===== src/rtl/sandbox_link_pkg.sv =====
// Shared constants and state encodings for the sandbox host link.
// Frames are one control/status byte followed by a 32-bit word, MSB first.
package sandbox_link_pkg;

  localparam int FRAME_BYTES = 5;
  localparam logic [2:0] LAST_INDEX = 3'(FRAME_BYTES - 1);

  typedef enum logic [1:0] {
    RX_IDLE,
    RX_COLLECT,
    RX_HOLD,
    RX_RELEASE
  } rx_state_t;

  typedef enum logic {
    TX_IDLE,
    TX_SEND
  } tx_state_t;

endpackage


===== src/rtl/sandbox_link_tx.sv =====
// Reply serializer: a rising edge of transmitData latches status/outputData
// and streams the five bytes out over a valid/ready byte handshake.
module sandbox_link_tx
  import sandbox_link_pkg::*;
(
  input  logic        masterClock,
  input  logic        reset,
  input  logic        transmitData,
  input  logic [7:0]  status,
  input  logic [31:0] outputData,
  input  logic        txByteReady,
  output logic        txByteValid,
  output logic [7:0]  txByte
);

  tx_state_t   state_reg, state_next;
  logic [2:0]  index_reg, index_next;
  logic [39:0] frame_reg, frame_next;
  logic        transmit_prev_reg;
  logic        transmit_rise;

  assign transmit_rise = transmitData & ~transmit_prev_reg;

  always_ff @(posedge masterClock or posedge reset) begin
    if (reset) begin
      state_reg         <= TX_IDLE;
      index_reg         <= '0;
      frame_reg         <= '0;
      transmit_prev_reg <= 1'b0;
    end else begin
      state_reg         <= state_next;
      index_reg         <= index_next;
      frame_reg         <= frame_next;
      transmit_prev_reg <= transmitData;
    end
  end

  // Edges seen while a frame is in flight are dropped, not queued.
  always_comb begin
    state_next = state_reg;
    index_next = index_reg;
    frame_next = frame_reg;
    case (state_reg)
      TX_IDLE: begin
        if (transmit_rise) begin
          frame_next = {status, outputData};
          index_next = '0;
          state_next = TX_SEND;
        end
      end
      TX_SEND: begin
        if (txByteReady) begin
          if (index_reg == LAST_INDEX) begin
            index_next = '0;
            state_next = TX_IDLE;
          end else begin
            index_next = index_reg + 3'd1;
          end
        end
      end
      default: state_next = TX_IDLE;
    endcase
  end

  assign txByteValid = (state_reg == TX_SEND);

  always_comb begin
    txByte = 8'h00;
    if (state_reg == TX_SEND) begin
      case (index_reg)
        3'd0:    txByte = frame_reg[39:32];
        3'd1:    txByte = frame_reg[31:24];
        3'd2:    txByte = frame_reg[23:16];
        3'd3:    txByte = frame_reg[15:8];
        default: txByte = frame_reg[7:0];
      endcase
    end
  end

endmodule


===== src/rtl/sandbox_host_link.sv =====
// Host-side endpoint: assembles 5-byte command frames from the host byte
// stream and hands them to the process; replies go through sandbox_link_tx.
module sandbox_host_link
  import sandbox_link_pkg::*;
#(
  parameter int TIMEOUT_CYCLES = 1_000_000
) (
  input  logic        masterClock,
  input  logic        reset,
  input  logic        rxByteValid,
  input  logic [7:0]  rxByte,
  input  logic        txByteReady,
  output logic        txByteValid,
  output logic [7:0]  txByte,
  output logic        dataReceived,
  output logic [7:0]  control,
  output logic [31:0] inputData,
  input  logic        clearDR,
  input  logic        transmitData,
  input  logic [7:0]  status,
  input  logic [31:0] outputData,
  output logic        rxOverrun,
  output logic        rxTimeout
);

  localparam int CW = $clog2(TIMEOUT_CYCLES + 1);
  localparam logic [CW-1:0] IDLE_LIMIT = CW'(TIMEOUT_CYCLES - 1);

  rx_state_t     state_reg, state_next;
  logic [2:0]    count_reg, count_next;
  logic [7:0]    control_reg, control_next;
  logic [31:0]   data_reg, data_next;
  logic [CW-1:0] idle_reg, idle_next;
  logic          overrun_reg, overrun_next;
  logic          timeout_reg, timeout_next;

  always_ff @(posedge masterClock or posedge reset) begin
    if (reset) begin
      state_reg   <= RX_IDLE;
      count_reg   <= '0;
      control_reg <= '0;
      data_reg    <= '0;
      idle_reg    <= '0;
      overrun_reg <= 1'b0;
      timeout_reg <= 1'b0;
    end else begin
      state_reg   <= state_next;
      count_reg   <= count_next;
      control_reg <= control_next;
      data_reg    <= data_next;
      idle_reg    <= idle_next;
      overrun_reg <= overrun_next;
      timeout_reg <= timeout_next;
    end
  end

  always_comb begin
    state_next   = state_reg;
    count_next   = count_reg;
    control_next = control_reg;
    data_next    = data_reg;
    idle_next    = idle_reg;
    overrun_next = overrun_reg;
    timeout_next = timeout_reg;
    case (state_reg)
      RX_IDLE: begin
        if (rxByteValid) begin
          control_next = rxByte;
          count_next   = 3'd1;
          idle_next    = '0;
          state_next   = RX_COLLECT;
        end
      end
      RX_COLLECT: begin
        // A byte landing in the expiry cycle is taken and the timeout skipped.
        if (rxByteValid) begin
          data_next  = {data_reg[23:0], rxByte};
          idle_next  = '0;
          count_next = count_reg + 3'd1;
          if (count_reg == LAST_INDEX) begin
            state_next = RX_HOLD;
          end
        end else if (idle_reg == IDLE_LIMIT) begin
          timeout_next = 1'b1;
          count_next   = '0;
          state_next   = RX_IDLE;
        end else begin
          idle_next = idle_reg + 1'b1;
        end
      end
      RX_HOLD: begin
        if (rxByteValid) overrun_next = 1'b1;
        if (clearDR) state_next = RX_RELEASE;
      end
      RX_RELEASE: begin
        if (rxByteValid) overrun_next = 1'b1;
        if (!clearDR) state_next = RX_IDLE;
      end
      default: state_next = RX_IDLE;
    endcase
  end

  assign dataReceived = (state_reg == RX_HOLD);
  assign control      = control_reg;
  assign inputData    = data_reg;
  assign rxOverrun    = overrun_reg;
  assign rxTimeout    = timeout_reg;

  sandbox_link_tx u_tx (
    .masterClock (masterClock),
    .reset       (reset),
    .transmitData(transmitData),
    .status      (status),
    .outputData  (outputData),
    .txByteReady (txByteReady),
    .txByteValid (txByteValid),
    .txByte      (txByte)
  );

endmodule


===== config.mk =====
export PLATFORM = sky130hd
export DESIGN_NAME = sandbox_host_link
export DESIGN_NICKNAME = d
export VERILOG_FILES = /design/src/rtl/sandbox_link_pkg.sv /design/src/rtl/sandbox_link_tx.sv /design/src/rtl/sandbox_host_link.sv
export SDC_FILE = /design/constraint.sdc
export NUM_CORES = 1
export LEC_CHECK = 0
export ABC_AREA = 1
export BUFFER_PORTS_ARGS = -buffer_cell sky130_fd_sc_hd__buf_2
export CORE_MARGIN = 10
export CORE_UTILIZATION = 38
export CTS_CLUSTER_SIZE = 25
export DETAILED_ROUTE_END_ITERATION = 10
export PLACE_DENSITY = 0.61
export SYNTH_ARGS = -nofsm -noshare
export SYNTH_HDL_FRONTEND = slang
export SYNTH_SLANG_ARGS = --single-unit

===== constraint.sdc =====
create_clock -name masterClock -period 3.48 [get_ports masterClock]
set_input_delay 0 -clock masterClock [delete_from_list [all_inputs] [get_ports masterClock]]
set_output_delay 0 -clock masterClock [all_outputs]
set_load 0.1 [all_outputs]

==> summary.md, run 1 <==
| Metric | Value |
|---|---|
| P&R area growth vs syn | 28.4% |
| Largest cells by area after synthesis | dfrtp_1 53%, nand2_1 12%, mux2_2 6.0% |
| Clock-pin slew on the worst setup and hold paths | 0.07 ns |
| Overflow after GRT | 0 |
| Die Ht | 138 um |
| Met1 Usage GRT | 0.179 |
| Post-synth top area cell | dfrtp_1 |
| Syn_area_per_cell | 8.67 um^2 |
| Synth Warn # | 0 |
| Final Wtd Congestion | 0.812 |
| Initial Utilization | 0.392 |
| Initial antenna violation count | 1 |
| First-pass GRT wire length | 23.1 mm |
| Post-DP Area | 5940 um^2 |
| Post_cts resized | 0 |
| Flops & latches, synth | 112 |
| Slew HR | 0.429 |
| Largest family of logic cells by synthesized area | simple AND/OR/NAND/NOR gates |
| Final setup fails | 0 |
| Final Critical Period | 2.72 ns |
| Critical Path End Type | output pin |
| DRT iter0 DRCs | 283 |
| Slew Limit Fails | 0 |
| Flop2flop setup slack | 1.33 ns |
| WL final | 13.6 mm |
| Clock Path Buffers | 2 |
| Worst-path fanout max | 9 |
| Worst skew pair latency | 0.35 ns |
| Worst-Margin Slew | 0.856 ns |
| Final #Nets | 820 |
| Root Driver | clkbuf_16 |
| Die area | 18,900 um^2 |
| Largest register FFs | 40 |
| WS Path Type | reg -> out |
| Register area | 2800 um^2 |
| Worst setup slack after layout | 0.763 ns |
| Core ar. | 13,400 um^2 |
| Fillcell total | 1,274 |
| GR Layer Usage met2 | 0.258 |
| Area of the multi-input gates | 2080 um^2 |
| Most frequent cell after synthesis | nand2_1 |
| CTS tree | yes |
| Seq/Total Area, Yosys | 0.533 |
| Post-synthesis xor/xnor area fraction | 0.00667 |
| Pre-CTS setup slack | 1.19 ns |
| Yosys top cell area share | 0.533 |
| Top Ports | 106 |
| Fmax | 0.368 GHz |
| RSZ-0062 raised after global routing | no |
| Die Wd | 138 um |
| Synth async-reset ratio | 1.00 |
| Syn nets | 668 |
| Critical Path RT | 3.48 ns |
| H-tree Lvls | 3 |
| Largest net degree at the start of global routing | 72 |
| Num rows | 42 |
| Fin area | 6750 um^2 |
| GRT Overall Usage | 0.150 |
| Worst path arrival time | 2.72 ns |
| Vias per cell | 4.82 |
| Post-CTS Setup Bufs | 0 |
| Worst min path class | in -> reg |
| Vias in the first global route | 4,735 |
| Post-synthesis cell area | 5250 um^2 |
| Synth Area in Adders | 0.0191 |
| Share of layout cells above drive strength 1 | 0.215 |
| DRC | 0 |
| Most common library cells after synthesis | 170 x nand2_1, 112 x dfrtp_1, 65 x inv_1, 49 x nor2_1, 49 x o21ai_0 |
| Met3 usage | 0.0368 |
| Status | finished clean |
| Routed len/inst | 14.5 um |
| Port Buffer Count | 105 |
| Post-route ant nets | 0 |
| Setup Total Neg Slack | 0 ns |
| Final Hold Fails | 0 |
| Vias after detailed routing | 4,522 |
| Sink Count | 112 |
| Pre-antenna DRT Iters | 4 |
| Main synth FF type | dfrtp_1 |
| Final setup skew | 0.00861 ns |
| Post-synth EDFFs | 0 |
| Cts bufs inserted | 9 |
| Cells after synthesis | 606 |
| Final worst path period share | 0.781 |
| Simple-gate share of the synthesized area | 0.222 |
| Hold-fix buffers, CTS | 52 |
| Maxcap violations | 0 |
| Hpwl dp | 9.59 mm |
| Hold Worst Slack | 0.0233 ns |
| Startpoint Class | flip-flop |
| Post-synthesis mux area share | 0.0600 |
| Global route hottest layer | met2 |
| Synth Area in Compound Gates | 0.0884 |
| Library cells used by synthesis | 30 |
[worst max-delay path, stage by stage, from the launching register on]
cell and delay [ns]:
dfrtp_1 0.38, inv_1 0.09, ha_1 0.21, nand2_1 0.25, nand2_1 0.11, nor3_2 0.50
nand2_1 0.14, a21oi_1 0.22, buf_2 0.47
[per-layer routing]
layer,vias up,wire length [um]
met5,-,0
met4,0,263
met3,20,605
met2,98,6960
met1,2154,5770
li1,2250,-
[area by class of cell]
type | instances | area share
clock inverter | 5 | 0.00612
multi-input combinational | 403 | 0.309
inverter | 71 | 0.0399
tap | 176 | 0.0326
antenna | 1 | 0.000371
clock buffer | 10 | 0.0354
sequential | 112 | 0.415
timing repair buffer | 161 | 0.161
[cell families after synthesis]
logic type      Yosys count
compound gates           88
xor+xnor                  4
fa+ha+maj                 8
buf+inv                  91
flops                   112
mux                      28
simple gates            275
[worst paths after layout]
check | from | to | cells past startpoint
max in group asynchronous | reset | inputData[1]$_DFFE_PP0P_ | 4
hold reg to reg | rxTimeout$_DFFE_PP0P_ | rxTimeout$_DFFE_PP0P_ | 2
hold / removal | rxByteValid | count_reg[2]$_DFFE_PP0P_ | 3
setup / recovery | u_tx.index_reg[0]$_DFFE_PP0P_ | txByte[2] | 8
min in group asynchronous | reset | control[1]$_DFFE_PP0P_ | 3
setup reg to reg | state_reg[0]$_DFFE_PP0P_ | inputData[12]$_DFFE_PP0P_ | 6
[cell usage in the layout (no fill, tap or decap), drive strengths merged]
cell type and n:
o22ai 1, nand3b 1, nor3b 1, clkbuf 10, nor2b 1, nor3 2, ha 8, or2 2
xor2 4, dfrtp 112, nand3 29, mux2 28, a211oi 8, dlygate4sd3 52, o21bai 1, o21ai 54
clkinv 4, nor2 51, clkinvlp 1, diode 1, nand2 171, nand4 17, a21oi 24, inv 71
buf 109
[through the flow]
stage,cells,util
finish,939,0.503
global route,939,0.503
CTS,938,0.503
detailed placement,871,0.444
global placement,871,0.444
floorplan,606,-
Power of run 1 is not shown: default switching activity piles up to over one toggle a cycle in this logic, so the estimate is an artifact.
==> run 2: changes to the inputs <==
--- a/config.mk
+++ b/config.mk
@@ -11,7 +11,7 @@
 export CORE_UTILIZATION = 38
 export CTS_CLUSTER_SIZE = 25
 export DETAILED_ROUTE_END_ITERATION = 10
-export PLACE_DENSITY = 0.61
+export PLACE_DENSITY = 0.63
 export SYNTH_ARGS = -nofsm -noshare
 export SYNTH_HDL_FRONTEND = slang
 export SYNTH_SLANG_ARGS = --single-unit
==> constraint.sdc (replaced) <==
create_clock -name masterClock -period 2.4 [get_ports masterClock]
set_input_delay 0 -clock masterClock [delete_from_list [all_inputs] [get_ports masterClock]]
set_output_delay 0 -clock masterClock [all_outputs]
set_load 0.1 [all_outputs]
==> run 2 against run 1 <==
  * Global-route usage rose by 0.21 points
  * Clock-buffer cell count down 1
  * Non-clock buffer count increased by 7
  * Die area unchanged
  * Highest routed layer unchanged
==> summary.md, run 2 (synthesis gave the netlist of run 1 again) <==
| Metric | Value |
|---|---|
| Commonest non-fill, non-tap cell in the layout | nand2_1 (unchanged) |
| Post-Route Utilization | 0.518 (was 0.503) |
| H-tree Lvls | 3 (unchanged) |
| Fmax | 0.446 GHz |
| CTS tree | yes (unchanged) |
| First-pass GRT wire length | 23.3 mm (was 23.1 mm) |
| Final setup fails | 0 (unchanged) |
| Slowest stage cell, crit path | dfrtp_1 (was nor3_2) |
| Final setup skew | 0.00793 ns (was 0.00861 ns) |
| Hpwl dp | 10.1 mm (was 9.59 mm) |
| Cts bufs inserted | 9 (unchanged) |
| Fin area | 6940 um^2 (was 6750 um^2) |
| RSZ-0062 raised after global routing | no (unchanged) |
| DRC | 0 (unchanged) |
| Most frequent cells in the layout | 169 x nand2_1, 112 x dfrtp_1, 97 x buf_2, 64 x inv_1, 52 x dlygate4sd3_1 (was 170 x nand2_1, 112 x dfrtp_1, 105 x buf_2, 64 x inv_1, 52 x dlygate4sd3_1) |
| Reg2reg start | state_reg[0]$_DFFE_PP0P_ (unchanged) |
| Fillcell total | 1,235 (was 1,274) |
| Routed len/inst | 14.8 um (was 14.5 um) |
| Final Hold Fails | 0 (unchanged) |
| Worst path arrival time | 2.24 ns (was 2.72 ns) |
| Die area | 18,900 um^2 (unchanged) |
| P&R area growth vs syn | 32.1% (was 28.4%) |
| Largest register FFs | 40 (unchanged) |
| Worst skew pair latency | 0.36 ns (was 0.35 ns) |
| Num rows | 42 (unchanged) |
| Final Wtd Congestion | 0.904 (was 0.812) |
| Most common cell on crit path | ha_1 (was nand2_1) |
| Status | finished clean (unchanged) |
| Sink Count | 112 (unchanged) |
| Final worst path period share | 0.933 |
| Vias after detailed routing | 4,635 (was 4,522) |
| WHS Path Cells | 3 (unchanged) |
| Port Buffer Count | 105 (unchanged) |
| WL final | 14.0 mm (was 13.6 mm) |
| Worst-Margin Slew | 0.776 ns (was 0.856 ns) |
| Worst-path fanout max | 9 (unchanged) |
| Slew HR | 0.481 (was 0.429) |
| Area of the multi-input gates | 2100 um^2 (was 2080 um^2) |
| Min-delay src | rxByteValid (unchanged) |
| Register area | 2800 um^2 (unchanged) |
| Vias per cell | 4.90 (was 4.82) |
| Root Driver | clkbuf_16 (unchanged) |
| Vias in the first global route | 4,779 (was 4,735) |
| Critical Path End Type | output pin (unchanged) |
| Slew Limit Fails | 0 (unchanged) |
| FF-to-FF End | inputData[10]$_DFFE_PP0P_ (was inputData[12]$_DFFE_PP0P_) |
| Flop2flop setup slack | 0.53 ns (was 1.33 ns) |
| Maxcap violations | 0 (unchanged) |
| Worst path bufs/invs | 2 (unchanged) |
| Final Critical Period | 2.24 ns |
| CP cell instances | ha_1 -> ha_1 -> nor3_2 -> buf_4 -> nand2_1 -> a21oi_1 -> buf_12 (was inv_1 -> ha_1 -> nand2_1 -> nand2_1 -> nor3_2 -> nand2_1 -> a21oi_1 -> buf_2) |
| CP top delay family | adder cells (was simple AND/OR/NAND/NOR gates) |
| Startpoint Class | flip-flop (unchanged) |
| CP max stage delay | 0.40 ns (was 0.50 ns) |
| Share of layout cells above drive strength 1 | 0.230 (was 0.215) |
| WS Path Type | reg -> out (unchanged) |
| Initial antenna violation count | 0 (was 1) |
| GRT Overall Usage | 0.152 (was 0.150) |
| Largest net degree at the start of global routing | 47 (was 72) |
| Final #Nets | 827 (was 820) |
| Post-route ant nets | 0 (unchanged) |
| Clock Path Buffers | 2 (unchanged) |
| Initial Utilization | 0.392 (unchanged) |
| Worst min path class | in -> reg (unchanged) |
| Die Ht | 138 um (unchanged) |
| Die Wd | 138 um (unchanged) |
| DRT iter0 DRCs | 295 (was 283) |
| Critical Path RT | 2.40 ns (was 3.48 ns) |
| Top Ports | 106 (unchanged) |
| Worst Reg2Reg Path Length in Cells | 6 (unchanged) |
| Worst Hold End | count_reg[2]$_DFFE_PP0P_ (unchanged) |
| Clock-pin slew on the worst setup and hold paths | 0.07 ns (about the same) |
| Pre-antenna DRT Iters | 4 (unchanged) |
| ANT cells | 0 (was 1) |
| Core ar. | 13,400 um^2 (unchanged) |
| Post-DP Area | 6130 um^2 (was 5940 um^2) |
| Overflow after GRT | 0 (unchanged) |
-- run 2: cell types whose count changed in the layout (fill, tap and decap cells not counted), sizes merged --
cell    delta
buf        +7
clkbuf     -1
clkinv     +2
inv        -1
diode      -1
-- run 2: cell type report --
class	instances	share of cell area
sequential	112	0.404
tap	176	0.0317
multi-input combinational	403	0.303
timing repair buffer	168	0.183
inverter	71	0.0389
clock buffer	9	0.0324
clock inverter	6	0.00649
-- run 2: worst max path at each step --
stage / startpoint / end / slack [ns] / cells after the start
floorplan: u_tx.txByteValid$_DFF_PP0_ / txByte[0] / -0.51 / 2
detailed placement: u_tx.index_reg[0]$_DFFE_PP0P_ / txByte[1] / 0.47 / 9
global route: u_tx.index_reg[0]$_DFFE_PP0P_ / txByte[0] / 0.003 / 10
CTS: u_tx.index_reg[0]$_DFFE_PP0P_ / txByte[5] / 0.08 / 9
global placement: u_tx.index_reg[0]$_DFFE_PP0P_ / txByte[4] / 0.55 / 9
finish: u_tx.index_reg[0]$_DFFE_PP0P_ / txByte[4] / 0.16 / 7
-- run 2: worst min-delay path, stage by stage --
cell	delay (ns)
buf_2	0.16
nand3_1	0.10
o21ai_0	0.06
-- run 2: repair_timing --
action                                  in CTS  in global routing
hold buffers                                52                  0
setup buffers                                0                  0
resized for setup                            0                  6
endpoints found under the setup margin       0                  7
endpoints found under the hold margin       92                  0
-- run 2: metrics by stage --
step	std cells	TNS (ns)	hold WS (ns)	setup slack (ns)
2_1_floorplan	606	-4.04	0.0314	-0.505
3_3_place_gp	878	0	0.127	0.549
3_5_place_dp	878	0	0.131	0.472
4_1_cts	945	0	0.000536	0.0800
5_1_grt	945	0	0.0501	0.00256
6_report	945	0	0.00608	0.160
-- run 2: per-layer routing --
metal / vias up / track usage / routed length [um]
li1: 2264 / - / -
met1: 2236 / 0.187 / 6140
met2: 107 / 0.252 / 6980
met3: 28 / 0.0295 / 495
met4: 0 / 0.0726 / 355
met5: - / 0 / 0
Power of run 2 is left out for the same reason.
==> run 3: changes to the inputs <==
==> constraint.sdc (replaced) <==
create_clock -name masterClock -period 2.4 [get_ports masterClock]
set_input_delay 0.24 -clock masterClock [delete_from_list [all_inputs] [get_ports masterClock]]
set_output_delay 0.24 -clock masterClock [all_outputs]
set_load 0.1 [all_outputs]
==> run 3 against run 2 <==
  * Via count fell by 4.9%
  * Routed wire length fell by 5.6%
  * Sequential share of layout area rose by 3.1 points
  * Maximum frequency fell by 2.5%
  * Critical path depth did not move
  * Design area fell by 7.1%
  * Clock skew rose by 0.00085 ns
  * Clock-buffer cell count rose by 2
  * Worst hold slack improved by 0.010 ns
  * Critical endpoint is now txByte[1]
==> summary.md, run 3 (synthesis gave the netlist of run 1 again) <==
| Metric | Value |
|---|---|
| Setup Total Neg Slack | 0 ns (unchanged) |
| Slew Limit Fails | 0 (unchanged) |
| Worst min path class | in -> reg (unchanged) |
| Pre-antenna DRT Iters | 6 (was 4) |
| Final Hold Fails | 0 (unchanged) |
| Die Ht | 138 um (unchanged) |
| Die area | 18,900 um^2 (unchanged) |
| WS Path Type | reg -> out (unchanged) |
| Startpoint Class | flip-flop (unchanged) |
| Clock Path Buffers | 2 (unchanged) |
| Final worst path period share | 0.957 (was 0.933) |
| Area of the multi-input gates | 2130 um^2 (was 2100 um^2) |
| First-pass GRT wire length | 21.6 mm (was 23.3 mm) |
| Sink Count | 112 (unchanged) |
| Min-delay src | transmitData (was rxByteValid) |
| Worst skew pair latency | 0.35 ns (was 0.36 ns) |
| Met1 WL | 5.71 mm (was 6.14 mm) |
| Worst setup path startpoint | u_tx.index_reg[0]$_DFFE_PP0P_ (unchanged) |
| Largest register FFs | 40 (unchanged) |
| WL final | 13.2 mm (was 14.0 mm) |
| Overflow after GRT | 0 (unchanged) |
| DRT iter0 DRCs | 313 (was 295) |
| Clock-pin slew on the worst setup and hold paths | 0.07 ns (about the same) |
| Top Ports | 106 (unchanged) |
| Reg2reg start | state_reg[0]$_DFFE_PP0P_ (unchanged) |
| Critical Path End Type | output pin (unchanged) |
| Num rows | 42 (unchanged) |
| Post-route ant nets | 0 (unchanged) |
| Root Driver | clkbuf_16 (unchanged) |
| Vias in the first global route | 4,400 (was 4,779) |
| Maxcap violations | 0 (unchanged) |
| Core ar. | 13,400 um^2 (unchanged) |
| Worst-Margin Slew | 0.643 ns (was 0.776 ns) |
| P&R area growth vs syn | 22.8% (was 32.1%) |
| Final Wtd Congestion | 0.902 (was 0.904) |
| Vias per cell | 4.94 (was 4.90) |
| Worst-path fanout max | 9 (unchanged) |
| Pre-CTS setup slack | 0.278 ns (was 0.472 ns) |
| Fmax | 0.435 GHz (was 0.446 GHz) |
| Largest net degree at the start of global routing | 113 (was 47) |
| Final #Nets | 773 (was 827) |
| Max layer used | met5 (was met4) |
| Post-CTS Setup Bufs | 0 (unchanged) |
| Commonest non-fill, non-tap cell in the layout | nand2_1 (unchanged) |
| Most frequent cells in the layout | 169 x nand2_1, 112 x dfrtp_1, 97 x buf_2, 63 x inv_1, 49 x o21ai_0 (was 169 x nand2_1, 112 x dfrtp_1, 97 x buf_2, 64 x inv_1, 52 x dlygate4sd3_1) |
| Worst setup slack after layout | 0.104 ns (was 0.160 ns) |
| Met3 WL post-DR | 557 um (was 495 um) |
| Slew HR | 0.568 (was 0.481) |
| RSZ-0062 raised after global routing | no (unchanged) |
| Routed len/inst | 14.8 um (about the same) |
| Met2 wire length | 6.66 mm (was 6.98 mm) |
| Final setup fails | 0 (unchanged) |
| Initial Utilization | 0.392 (unchanged) |
| GRT Overall Usage | 0.142 (was 0.152) |
| Share of layout cells above drive strength 1 | 0.256 (was 0.230) |
| H-tree Lvls | 3 (unchanged) |
| Fillcell total | 1,318 (was 1,235) |
| Initial antenna violation count | 1 (was 0) |
| ANT cells | 0 (unchanged) |
| Final Critical Period | 2.30 ns (was 2.24 ns) |
| Register area | 2800 um^2 (unchanged) |
| Die Wd | 138 um (unchanged) |
| Critical Path RT | 2.16 ns (was 2.40 ns) |
| Post-Route Utilization | 0.481 (was 0.518) |
| Final setup skew | 0.00878 ns (was 0.00793 ns) |
| Vias after detailed routing | 4,410 (was 4,635) |
| DRC | 0 (unchanged) |
| Worst path arrival time | 2.06 ns (was 2.24 ns) |
| CTS tree | yes (unchanged) |
| Port Buffer Count | 105 (unchanged) |
| Status | finished clean (unchanged) |
| Cts bufs inserted | 9 (unchanged) |
| Hpwl dp | 9.78 mm (was 10.1 mm) |
==> run 3: cell types whose count changed in the layout (fill, tap and decap cells not counted), sizes merged <==
| cell | before | now |
|---|---|---|
| clkinv | 6 | 5 |
| clkbuf | 9 | 11 |
| clkinvlp | 1 | 2 |
| inv | 70 | 69 |
| buf | 116 | 114 |
| dlygate4sd3 | 52 | 0 |
==> run 3: cell type report <==
cell class	instances	area share
inverters	71	0.0419
repair buffers	114	0.114
clock inverters	5	0.00601
multi-input cells	403	0.330
clock buffers	11	0.0392
flip-flops and latches	112	0.434
well taps	176	0.0341
==> run 3: through the flow <==
stage | hold slack (ns) | std cells | instance area, um^2
floorplan | 0.271 | 606 | 5260
global route | 0.00626 | 892 | 6450
CTS | 0.00581 | 892 | 6420
global placement | 0.367 | 876 | 6110
detailed placement | 0.378 | 876 | 6110
finish | 0.0162 | 892 | 6450
==> run 3: critical path: stages (launching register included) <==
cell,delay [ns]
dfrtp_1,0.41
ha_1,0.22
ha_2,0.24
nor3_2,0.19
buf_4,0.18
nand2_1,0.08
a21oi_2,0.19
buf_12,0.20
==> run 3: per-layer routing <==
metal | vias up | GRT usage
met3 | 19 | 0.0320
met5 | - | 0
li1 | 2161 | -
met1 | 2115 | 0.175
met2 | 113 | 0.234
met4 | 2 | 0.0562
==> run 3: final timing paths <==
| kind | to | slack (ns) | depth (start not counted) |
|---|---|---|---|
| setup / recovery | txByte[1] | 0.10 | 7 |
| hold / removal | u_tx.transmit_prev_reg$_DFF_PP0_ | 0.02 | 1 |
| setup reg to reg | inputData[13]$_DFFE_PP0P_ | 0.47 | 7 |
| hold reg to reg | rxTimeout$_DFFE_PP0P_ | 0.47 | 2 |
| max in group asynchronous | idle_reg[0]$_DFFE_PP0P_ | 1.90 | 3 |
| min in group asynchronous | idle_reg[7]$_DFFE_PP0P_ | 0.04 | 3 |
==> run 3: what timing repair did <==
| action | CTS | global route |
|---|---|---|
| pin swaps | 0 | 1 |
| setup endpoints to repair | 8 | 8 |
| resized for setup | 6 | 8 |
| hold buffers | 0 | 0 |
Power of run 3 is left out for the same reason.
